===== src/rtl/gate_chk_settle_timer.sv =====
// Settle-time counter: cleared on load, advances on count, flags the last
// settle cycle. A zero settle time reports expiry unconditionally.
module gate_chk_settle_timer #(
  parameter int unsigned SETTLE = 1
) (
  input  logic i_clk,
  input  logic i_rst,
  input  logic i_load,
  input  logic i_count,
  output logic o_expire_c
);

  localparam int unsigned CNT_W = 4;

  logic [CNT_W-1:0] r_cnt;

  always_ff @(posedge i_clk) begin
    if (i_rst) begin
      r_cnt <= '0;
    end else if (i_load) begin
      r_cnt <= '0;
    end else if (i_count) begin
      r_cnt <= r_cnt + CNT_W'(1);
    end
  end

  assign o_expire_c = (SETTLE == 0) || (r_cnt == CNT_W'(SETTLE - 1));

endmodule : gate_chk_settle_timer


===== config.mk =====
export PLATFORM = sky130hd
export DESIGN_NAME = gate_chk_settle_timer
export DESIGN_NICKNAME = d
export VERILOG_FILES = /design/src/rtl/gate_chk_settle_timer.sv
export SDC_FILE = /design/constraint.sdc
export NUM_CORES = 1
export LEC_CHECK = 0
export CORE_AREA = 2 2 39 41
export CTS_CLUSTER_SIZE = 25
export DETAILED_ROUTE_END_ITERATION = 12
export DIE_AREA = 0 0 41 43
export DONT_BUFFER_PORTS = 1
export GPL_ROUTABILITY_DRIVEN = 0
export PLACE_DENSITY = 0.3
export SLEW_MARGIN = 30
export SYNTH_ARGS = -nofsm -noshare
export SYNTH_HDL_FRONTEND = slang
export SYNTH_SLANG_ARGS = --single-unit

===== constraint.sdc =====
create_clock -name i_clk -period 0.9 [get_ports i_clk]
set_input_delay 0.045 -clock i_clk [delete_from_list [all_inputs] [get_ports i_clk]]
set_output_delay 0.045 -clock i_clk [all_outputs]
set_load 0.01 [all_outputs]

# Word-level counts from Yosys, hierarchy flattened
# Cells that the tools add are included.
word_totals:
  reg_bits: 4
  out_inout_bits: 1
  word_cells: 4
classes:
  addsub: 1
  reduce_logical: 2
ops:
  columns: ["op", "n"]
  rows:
  - ["4-bit by 1-bit adder with 4-bit output, second input constant", 1]
  - ["4-bit zero test", 1]
  - ["2-bit OR reduction", 1]

# Depth between registers and ports, before layout
# Gate-level depths: netlist of run 1.
logic_depth:
  word_depth: 1
  mapped_depth: 4
  depth_no_buf: 4

# Worst setup path before layout of run 1
# OpenSTA, ideal clock, no wires.
synth_timing:
  path_type: "flip-flop to flip-flop"
  start: "reg r_cnt[0]"
  end: "reg r_cnt[1]"
  arrival_time_ns: 0.841
  path_buffers: 0
  required_time_ns: 0.786
  path_stages_with_launch: 5
  setup_time_ns: 0.114
  synth_period_minus_slack_ns: 0.956
  slack_ns: -0.056
  cell_sequence: "dfxtp_1 -> inv_1 -> ha_1 -> mux2i_1 -> nor2_1"
synth_via:
  elab_chain_len: 1
synth_lines:
  columns: ["element", "line_no", "rtl"]
  rows:
  - ["from (decl)", "15", "logic [CNT_W-1:0] r_cnt;"]
  - ["from (signal assigned)", "23", "r_cnt <= r_cnt + CNT_W'(1);"]
  - ["4-bit by 1-bit adder with 4-bit output", "23", null]
# Every way passes these cells.
# A chain may end at the register's enable or synchronous reset.

# Worst setup path after layout of run 1
layout_timing:
  start: "reg r_cnt[0]"
  end: "out o_expire_c"
layout_via:
  elab_chain_len: 1
layout_lines:
  columns: ["element", "line_no", "rtl"]
  rows:
  - ["4-bit zero test", "27", "assign o_expire_c = (SETTLE == 0) || (r_cnt == CNT_W'(SETTLE - 1));"]
  - ["to (decl)", "10", "output logic o_expire_c"]
# Every way passes these cells.

==> results of run 1 <==
## per-stage QoR
step | setup WS [ns] | setup TNS [ns]
2_1_floorplan | -0.0170 | -0.0170
3_3_place_gp | -0.0451 | -0.0583
3_5_place_dp | -0.0715 | -0.0923
4_1_cts | -0.173 | -0.352
5_1_grt | -0.208 | -0.492
6_report | -0.170 | -0.344
## routing by layer
metal  global-route usage (%)  up-vias
met2                     10.0        4
met4                     8.00        0
met1                     8.39       87
met3                     3.14        2
li1                         -       92
met5                        0        -
## worst reg2reg max path: cells and delay by family, from the launching register on
family | cells | cell delay [ns]
adders and majority gates | 1 | 0.15
buffers and inverters | 1 | 0.15
DFF | 1 | 0.32
AOI/OAI and AO/OA | 2 | 0.31
## placed cells by master (no fill, tap or decap)
master,n
mux2_1,1
mux2i_1,1
xnor2_2,1
nor3b_2,1
or2_2,1
dfxtp_1,2
buf_4,5
nor2_1,2
clkbuf_4,3
inv_2,2
a21bo_2,1
ha_4,2
a21oi_2,1
nor3_1,1
nand3b_1,1
dfxtp_2,2
nand4_1,1
nor3b_1,1
dlygate4sd3_1,2
## what timing repair did
item / in CTS / in global routing
pin swaps: 1 / 0
hold buffers: 2 / 0
setup buffers: 2 / 0
endpoints found under the setup margin: 3 / 5
resized for setup: 8 / 1
gates cloned: 0 / 0
hold endpoints to repair: 3 / 0
## area by class of cell
type | instances | area share, %
Multi-Input combinational cell | 15 | 45.5
Sequential cell | 4 | 23.7
Timing Repair Buffer | 7 | 16.5
Clock buffer | 3 | 6.45
Tap cell | 16 | 5.73
Inverter | 2 | 2.15
## logic make-up after synthesis
kind of cell / after synthesis
xor+xnor: 1
mux: 2
fa+ha+maj: 2
flops: 4
compound gates: 2
simple gates: 8
buf+inv: 2
## worst min path at each step
stage | startpoint | endpoint | slack [ns] | depth (start not counted)
3_5_place_dp | i_count | r_cnt[0] | 0.21 | 2
6_report | i_load | r_cnt[2] | 0.01 | 2
2_1_floorplan | i_count | r_cnt[0] | 0.18 | 2
3_3_place_gp | i_count | r_cnt[0] | 0.20 | 2
5_1_grt | i_load | r_cnt[2] | 0.006 | 2
4_1_cts | i_load | r_cnt[2] | 0.0008 | 2
## where the power goes
group          switching (uW)  total [uW]  leakage (uW)  internal (uW)
Combinational            22.5        54.2     0.0000894           31.7
Clock                    80.2         230     0.0000138            150
Sequential               2.43         184     0.0000333            182
==> results.py, run 1 <==
metrics = {
    "die": {
        "start_util_pct": 14.8,
        "die_h_um": 43,
        "rows": 14,
        "core_area_sq_mm": 0.00138,
        "fp.dieArea_sq_mm": 0.00176,
        "ios": 5,
        "die_w_um": 41,
    },
    "layout": {
        "largest_reg_flops": 4,
        "final-instance-count-excl-fill": 47,
        "num_antenna_cells": 0,
        "design_area_sq_um": 349,
        "top_register": "r_cnt",
        "regArea_sq_um": 82.6,
        "finalNetCount": 39,
        "reg.largest.list": "r_cnt x4",
        "multi_input_area_sq_um": 159,
        "num-fill-cells": 149,
        "syn_to_final_growth_pct": 70.1,
        "fin_util_pct": 25.2,
        "drive_gt1_share_pct": 61.3,
    },
    "worst_setup_path": {
        "worst-path-buf-inv": 2,
        "worstReg2RegStart": "r_cnt[0]",
        "reg2reg_to": "r_cnt[2]",
        "required_ns": 0.85,
        "worst_setup_path_end_kind": "output pin",
        "crit_path_end": "o_expire_c",
        "slowest_delay_ns": 0.33,
        "path_class": "flop to output pin",
        "r2r_slack_ns": -0.09,
        "worstSetupStartpointType": "flop",
        "critical_path.slowest_cell": "dfxtp_2",
        "crit_fanout": 2,
        "path_depth": 4,
        "worst-endpoint-arrival_ns": 1.02,
        "crit_chain": "inv_2 -> ha_4 -> nor3b_2 -> buf_4",
        "worstRegToRegCells": 4,
        "startpoint": "r_cnt[0]",
        "cp_top_family": "flip-flops",
    },
    "logic_synthesis": {
        "syn_avg_cell_area_sq_um": 9.77,
        "synthCells": 21,
        "synth_xor_area_share_pct": 4.27,
        "yosysMostFrequentCell": "dfxtp_1",
        "yosysTopAreaCell": "dfxtp_1",
        "synth_compound_area_share_pct": 7.32,
        "synth_simple_gate_area_share_pct": 23.2,
        "ys_types": 14,
        "synthTopCellsByCount": "dfxtp_1, ha_1, inv_1, nor2_1, nor3b_1",
        "synth_area_leaders": "dfxtp_1, ha_1, nor3b_1, mux2_1, a21bo_2",
        "synth_adder_area_share_pct": 12.2,
        "synth_area_sq_um": 205,
        "syn_nets": 27,
        "async_reset_ff_share_pct": 0,
        "synth_ff_type": "dfxtp_1",
        "synth-seq-cells": 4,
        "synth_top_family_by_area": "simple AND/OR/NAND/NOR gates",
        "synth-edff-count": 0,
        "synth.area.mux_share_pct": 10.4,
        "synth_top_area_share_pct": 39.0,
        "yosysSeqAreaShare_pct": 39.0,
        "ys_warn_count": 0,
    },
    "sta": {
        "setup_violations": 3,
        "clock.fmax_mhz": 935,
        "fin_crit_sh_pct": 119,
        "layout_setup_ws_ns": -0.170,
        "skew_ns": 0.00304,
        "hold_viol": 0,
        "slew_headroom_pct": 84.7,
        "whs_ns": 0.00991,
        "rsz0062_at_grt": "true",
        "final.min_clock_period_ns": 1.07,
        "finalMaxSlewViolations": 0,
        "worstMarginPinSlew_ns": 0.228,
    },
    "route": {
        "wl_met3_um": 15,
        "postRouteAntennaNets": 0,
        "dr_total_vias": 185,
        "avgRoutedWirePerCell_um": 9.83,
        "dr.first_iter.drc_count": 0,
        "wl_met2_um": 231,
        "wl_met1_um": 196,
        "first_pass_iters": 1,
        "drc": 0,
        "routed_wl_um": 462,
        "via_per_inst": 3.94,
        "top_layer": "met4",
    },
    "clock_tree": {
        "tritoncts": "built",
        "cts_num_sinks": 4,
        "cts-buffers-inserted": 3,
        "clkSlewWorstSetupHoldPaths_ns": 0.04,
        "cts-root-buf": "clkbuf_4",
        "clk_latency_ns": 0.24,
        "ctsHtreeMaxLevel": 1,
        "cts_max_path_buffers": 2,
    },
    "global_route": {
        "antenna_found_initial": 0,
        "grt_overflow": 0,
        "grt_pass1_vias": 188,
        "grt_max_degree": 5,
        "grt_pass1_wl_um": 814,
        "gr-usage-all-layers_pct": 7.64,
    },
    "pwr": {
        "p_leak_uw": 0.000137,
        "finalPower_uw": 468,
        "irDropWorstVdd_mv": 0.429,
        "powerDensity_mw_per_mm2": 1340,
    },
    "place": {
        "portBuffers": 0,
        "dp_cells": 40,
        "hpwl_um": 320,
        "place_area_sq_um": 250,
    },
    "run_status": {
        "violations": "setup timing",
        "status": "complete, but fails checks",
    },
    "worst_hold_path": {
        "hold_path_class": "primary input to flop",
    },
    "flow_run": {
        "maxCapViolations": 0,
    },
}
Power figures use the tool's default switching activity.
==> run 2: changes to the inputs <==
--- a/config.mk
+++ b/config.mk
@@ -12,6 +12,7 @@
 export DONT_BUFFER_PORTS = 1
 export GPL_ROUTABILITY_DRIVEN = 0
 export PLACE_DENSITY = 0.3
+export SETUP_SLACK_MARGIN = 0.05
 export SLEW_MARGIN = 30
 export SYNTH_ARGS = -nofsm -noshare
 export SYNTH_HDL_FRONTEND = slang
==> run 2 against run 1 <==
Compared with the run above: the run still ends with setup timing left; core utilization fell by 0.45 points; total power decreased by 3.5%; global-route usage shrank 1.4 points; maximum frequency up 0.98%; design area decreased by 1.8%; cell count is 2.1% lower; hold slack improved by 0.0072 ns; worst setup slack better by 0.010 ns; routed wire length is 4.5% lower; via count fell by 7.0%; register-to-register slack got worse by 0.02 ns; largest power group unchanged; clock power is 6% lower.
==> results.py, run 2 (same netlist as run 1, synthesis figures left out) <==
metrics = {
    "layout": {
        "finalNetCount": 38,
        "reg.largest.list": "r_cnt x4",
        "num-fill-cells": 150,
        "fin_util_pct": 24.8,
        "final-instance-count-excl-fill": 46,
        "largest_reg_flops": 4,
        "syn_to_final_growth_pct": 67.1,
        "num_antenna_cells": 0,
        "drive_gt1_share_pct": 66.7,
        "mostFrequentLayoutCell": "buf_4",
        "most-common-layout-cells": "buf_4, clkbuf_4",
        "top_register": "r_cnt",
    },
    "pwr": {
        "p_leak_uw": 0.000135,
        "irDropWorstVdd_mv": 0.562,
        "powerDensity_mw_per_mm2": 1320,
        "p_clk_share_pct": 47.9,
        "pwr-share-seq_pct": 40.8,
        "power.share.combinational_pct": 11.3,
        "p_sw_uw": 92.1,
        "p_int_uw": 360,
        "finalPower_uw": 452,
        "swShare_pct": 20.4,
    },
    "global_route": {
        "grt_overflow": 0,
        "antenna_found_initial": 0,
        "gr-usage-all-layers_pct": 6.21,
        "grt_max_degree": 4,
        "grt_pass1_wl_um": 676,
        "grt_pass1_vias": 180,
    },
    "clock_tree": {
        "ctsHtreeMaxLevel": 1,
        "cts_max_path_buffers": 2,
        "cts-buffers-inserted": 3,
        "tritoncts": "built",
        "clk_latency_ns": 0.23,
        "cts_num_sinks": 4,
        "cts-root-buf": "clkbuf_4",
        "clkSlewWorstSetupHoldPaths_ns": 0.04,
    },
    "worst_setup_path": {
        "worstSetupStartpointType": "flop",
        "path_class": "flop to output pin",
        "critical_path.slowest_cell": "dfxtp_2",
        "crit_fanout": 2,
        "cp_top_family": "flip-flops",
        "worst-path-buf-inv": 2,
        "crit_chain": "inv_2 -> ha_4 -> nor3b_2 -> buf_4",
        "r2r_slack_ns": -0.11,
        "worstRegToRegCells": 3,
        "slowest_delay_ns": 0.33,
        "path_depth": 4,
        "worst-endpoint-arrival_ns": 1.01,
        "worst_setup_path_end_kind": "output pin",
        "required_ns": 0.85,
    },
    "die": {
        "fp.dieArea_sq_mm": 0.00176,
        "die_h_um": 43,
        "rows": 14,
        "core_area_sq_mm": 0.00138,
        "start_util_pct": 14.8,
        "ios": 5,
        "die_w_um": 41,
    },
    "sta": {
        "worstMarginPinSlew_ns": 0.207,
        "rsz0062_at_grt": "true",
        "fin_crit_sh_pct": 118,
        "setup_tns_ns": -0.378,
        "setup_violations": 3,
        "slew_headroom_pct": 86.1,
        "skew_ns": 0.00327,
        "whs_ns": 0.0171,
        "final.min_clock_period_ns": 1.06,
        "layout_setup_ws_ns": -0.159,
        "hold_viol": 0,
        "clock.fmax_mhz": 944,
        "finalMaxSlewViolations": 0,
    },
    "route": {
        "postRouteAntennaNets": 0,
        "dr.first_iter.drc_count": 3,
        "avgRoutedWirePerCell_um": 9.59,
        "routed_wl_um": 441,
        "dr_total_vias": 172,
        "first_pass_iters": 2,
        "via_per_inst": 3.74,
        "drc": 0,
    },
    "run_status": {
        "status": "complete, but fails checks",
        "violations": "setup timing",
    },
    "worst_hold_path": {
        "hold_depth": 2,
        "hold_path_class": "primary input to flop",
    },
    "place": {
        "dp_cells": 40,
        "hpwl_um": 306,
        "portBuffers": 0,
    },
    "flow_run": {
        "maxCapViolations": 0,
    },
}
## run 2: final cells by class
| type | instances | area (sq um) | share of cell area (%) |
|---|---|---|---|
| repair buffers | 6 | 47.5 | 13.9 |
| flip-flops and latches | 4 | 82.6 | 24.1 |
| well taps | 16 | 20.0 | 5.84 |
| inverters | 2 | 7.51 | 2.19 |
| clock buffers | 3 | 22.5 | 6.57 |
| multi-input cells | 15 | 163 | 47.4 |
## run 2: power groups by stage
stage	clock network, uW	registers [uW]	logic (uW)
detailed placement	0	188	28.8
global placement	0	188	28.8
global route	237	184	56.1
floorplan	0	188	18.3
CTS	230	184	48.4
finish	216	184	51.0
## run 2: final timing paths
check / from / end
setup / recovery: r_cnt[0] / o_expire_c
hold reg to reg: r_cnt[2] / r_cnt[3]
hold / removal: i_count / r_cnt[2]
setup reg to reg: r_cnt[0] / r_cnt[3]
## run 2: what timing repair did
item / 4_1_cts / 5_1_grt
gates cloned: 0 / 0
resized for setup: 8 / 2
hold endpoints to repair: 3 / 0
hold buffers: 1 / 0
pin swaps: 2 / 0
setup endpoints to repair: 4 / 5
buffers inserted: 2 / 0
## run 2: metal layers
layer | routed length, um | GRT usage (%) | up-vias | part of all wire [%]
met2 | 221 | 9.06 | 2 | 50
met5 | 0 | 0 | - | 0
met3 | 8 | 3.14 | 0 | 1.8
met4 | 0 | 6.00 | 0 | 0
met1 | 211 | 5.75 | 80 | 48
li1 | - | - | 90 | -
## run 2: through the flow
stage | instance area, sq um | worst slack [ns]
after floorplan | 208 | -0.0170
after global placement | 250 | -0.0872
after detailed placement | 250 | -0.0737
after CTS | 329 | -0.174
after global routing | 343 | -0.193
final | 343 | -0.159
## run 2: worst register-to-register path, stage by stage, from the launching register on
cell     delay (ns)
dfxtp_2        0.33
buf_4          0.14
nand4_1        0.11
mux2_4         0.31
==> run 3: changes to the inputs <==
--- a/config.mk
+++ b/config.mk
@@ -5,6 +5,7 @@
 export SDC_FILE = /design/constraint.sdc
 export NUM_CORES = 1
 export LEC_CHECK = 0
+export ABC_AREA = 1
 export CORE_AREA = 2 2 39 41
 export CTS_CLUSTER_SIZE = 25
 export DETAILED_ROUTE_END_ITERATION = 12
==> run 3 against run 2 <==
Compared with the run above: the run still ends with setup timing left; cell count is 11% higher; combinational power increased by 17%; design area is 4.4% lower; first-iteration DRC count fell by 33%; worst setup slack improved by 0.0036 ns; synthesized cell count is 24% higher; global-route usage up 0.41 points; largest cell class unchanged; via count up 13%; flip-flop and latch count stayed put; largest power group unchanged.
==> results.py, run 3 <==
metrics = {
    "run_status": {
        "status": "complete, but fails checks",
        "violations": "setup timing",
    },
    "global_route": {
        "antenna_found_initial": 0,
        "grt_overflow": 0,
        "grt_max_degree": 5,
        "grt_pass1_vias": 178,
        "grt_pass1_wl_um": 683,
        "gr-usage-all-layers_pct": 6.62,
    },
    "die": {
        "die_w_um": 41,
        "core_area_sq_mm": 0.00138,
        "fp.dieArea_sq_mm": 0.00176,
        "ios": 5,
        "rows": 14,
        "start_util_pct": 14.0,
        "die_h_um": 43,
    },
    "logic_synthesis": {
        "synth_ff_type": "dfxtp_1",
        "syn_avg_cell_area_sq_um": 7.46,
        "yosysMostFrequentCell": "nand2_1",
        "ys_types": 10,
        "synth-seq-cells": 4,
        "async_reset_ff_share_pct": 0,
        "ys_warn_count": 0,
        "synth_area_leaders": "dfxtp_1, ha_1, nand2_1, a21oi_1, nor2_1",
        "yosysSeqAreaShare_pct": 41.3,
        "yosysTopAreaCell": "dfxtp_1",
        "syn_nets": 32,
        "synth-edff-count": 0,
        "synthCells": 26,
        "synth_area_sq_um": 194,
        "synth_top_area_share_pct": 41.3,
        "synthTopCellsByCount": "nand2_1, dfxtp_1, nor2_1",
    },
    "route": {
        "dr_total_vias": 194,
        "drc": 0,
        "via_per_inst": 3.80,
        "dr.first_iter.drc_count": 2,
        "postRouteAntennaNets": 0,
        "routed_wl_um": 458,
        "first_pass_iters": 2,
        "avgRoutedWirePerCell_um": 8.98,
    },
    "sta": {
        "rsz0062_at_grt": "true",
        "setup_tns_ns": -0.302,
        "slew_headroom_pct": 74.7,
        "skew_ns": 0.00201,
        "layout_setup_ws_ns": -0.156,
        "whs_ns": 0.00329,
        "fin_crit_sh_pct": 117,
        "hold_viol": 0,
        "final.min_clock_period_ns": 1.06,
        "finalMaxSlewViolations": 0,
        "worstMarginPinSlew_ns": 0.378,
        "setup_violations": 3,
        "clock.fmax_mhz": 947,
    },
    "worst_setup_path": {
        "worst_setup_path_end_kind": "output pin",
        "crit_fanout": 2,
        "r2r_slack_ns": -0.11,
        "path_class": "flop to output pin",
        "worstSetupStartpointType": "flop",
        "worst-endpoint-arrival_ns": 1.01,
        "required_ns": 0.85,
    },
    "layout": {
        "drive_gt1_share_pct": 48.6,
        "num_antenna_cells": 0,
        "final-instance-count-excl-fill": 51,
        "mostFrequentLayoutCell": "nand2_1",
        "most-common-layout-cells": "nand2_1, nor2_1, clkbuf_4, buf_4",
        "reg.largest.list": "r_cnt x4",
        "fin_util_pct": 23.7,
        "syn_to_final_growth_pct": 69.0,
        "largest_reg_flops": 4,
        "finalNetCount": 43,
        "top_register": "r_cnt",
    },
    "clock_tree": {
        "clkSlewWorstSetupHoldPaths_ns": 0.04,
        "cts_num_sinks": 4,
        "tritoncts": "built",
        "ctsHtreeMaxLevel": 1,
        "cts-buffers-inserted": 3,
        "cts-root-buf": "clkbuf_4",
        "cts_max_path_buffers": 2,
        "clk_latency_ns": 0.23,
    },
    "pwr": {
        "swShare_pct": 21.9,
        "p_leak_uw": 0.000119,
        "p_int_uw": 363,
        "powerDensity_mw_per_mm2": 1420,
        "power.share.combinational_pct": 12.8,
        "irDropWorstVdd_mv": 0.478,
        "p_clk_share_pct": 47.2,
        "pwr-share-seq_pct": 39.9,
        "p_sw_uw": 102,
    },
    "place": {
        "hpwl_um": 283,
        "portBuffers": 0,
        "dp_cells": 43,
    },
    "worst_hold_path": {
        "hold_path_class": "primary input to flop",
    },
    "flow_run": {
        "maxCapViolations": 0,
    },
}
-- run 3: critical path, stage by stage, from the launching register on --
cell	delay [ns]
dfxtp_2	0.32
inv_2	0.04
ha_4	0.14
nor3b_2	0.14
buf_4	0.14
-- run 3: kinds of logic (layout without fill, tap and decap cells) --
family	after synthesis	after routing	synth area share (%)
flops	4	4	41.3
buf+inv	3	12	5.81
simple gates	12	12	27.1
fa+ha+maj	2	2	12.9
compound gates	5	5	12.9
-- run 3: final cells by class --
class / count / area, sq um
Clock buffer: 3 / 22.5
Sequential cell: 4 / 82.6
Fill cell: 161 / 1060
Tap cell: 16 / 20.0
Inverter: 3 / 11.3
Timing Repair Buffer: 6 / 53.8
Multi-Input combinational cell: 19 / 138
-- run 3: per-stage QoR --
stage                     instance area (sq um)  worst slack, ns  power [uW]
final                                       328           -0.156         465
after global routing                        328           -0.192         492
after CTS                                   292           -0.168         462
after detailed placement                    224           0.0161         217
after global placement                      224           0.0189         217
after floorplan                             196           0.0585         208
-- run 3: repair_timing --
| item | 4_1_cts | 5_1_grt |
|---|---|---|
| buffers inserted | 2 | 1 |
| endpoints found under the setup margin | 2 | 4 |
| hold buffers | 1 | 1 |
| resized for setup | 6 | 5 |
| cloned | 0 | 0 |
| endpoints found under the hold margin | 3 | 1 |
| pin swaps | 4 | 2 |
-- run 3: layer usage --
metal	vias up	global-route usage, %	routed length (um)
met2	2	9.06	252
met5	-	0	0
met1	88	6.09	178
li1	102	-	-
met3	2	3.14	21
met4	0	8.00	6
-- run 3: path summary, 6_finish.rpt --
path              startpoint    endpoint  cells past startpoint
setup / recovery    r_cnt[1]  o_expire_c                      4
hold reg to reg     r_cnt[3]    r_cnt[3]                      2
setup reg to reg    r_cnt[1]    r_cnt[2]                      5
hold / removal       i_count    r_cnt[0]                      2
-- run 3: power groups by stage --
stage | combinational (uW) | sequential (uW) | clock [uW]
final | 59.8 | 186 | 220
after CTS | 45.6 | 186 | 231
after floorplan | 18.3 | 189 | 0
after detailed placement | 26.5 | 191 | 0
after global routing | 68.4 | 186 | 238
after global placement | 27.0 | 190 | 0
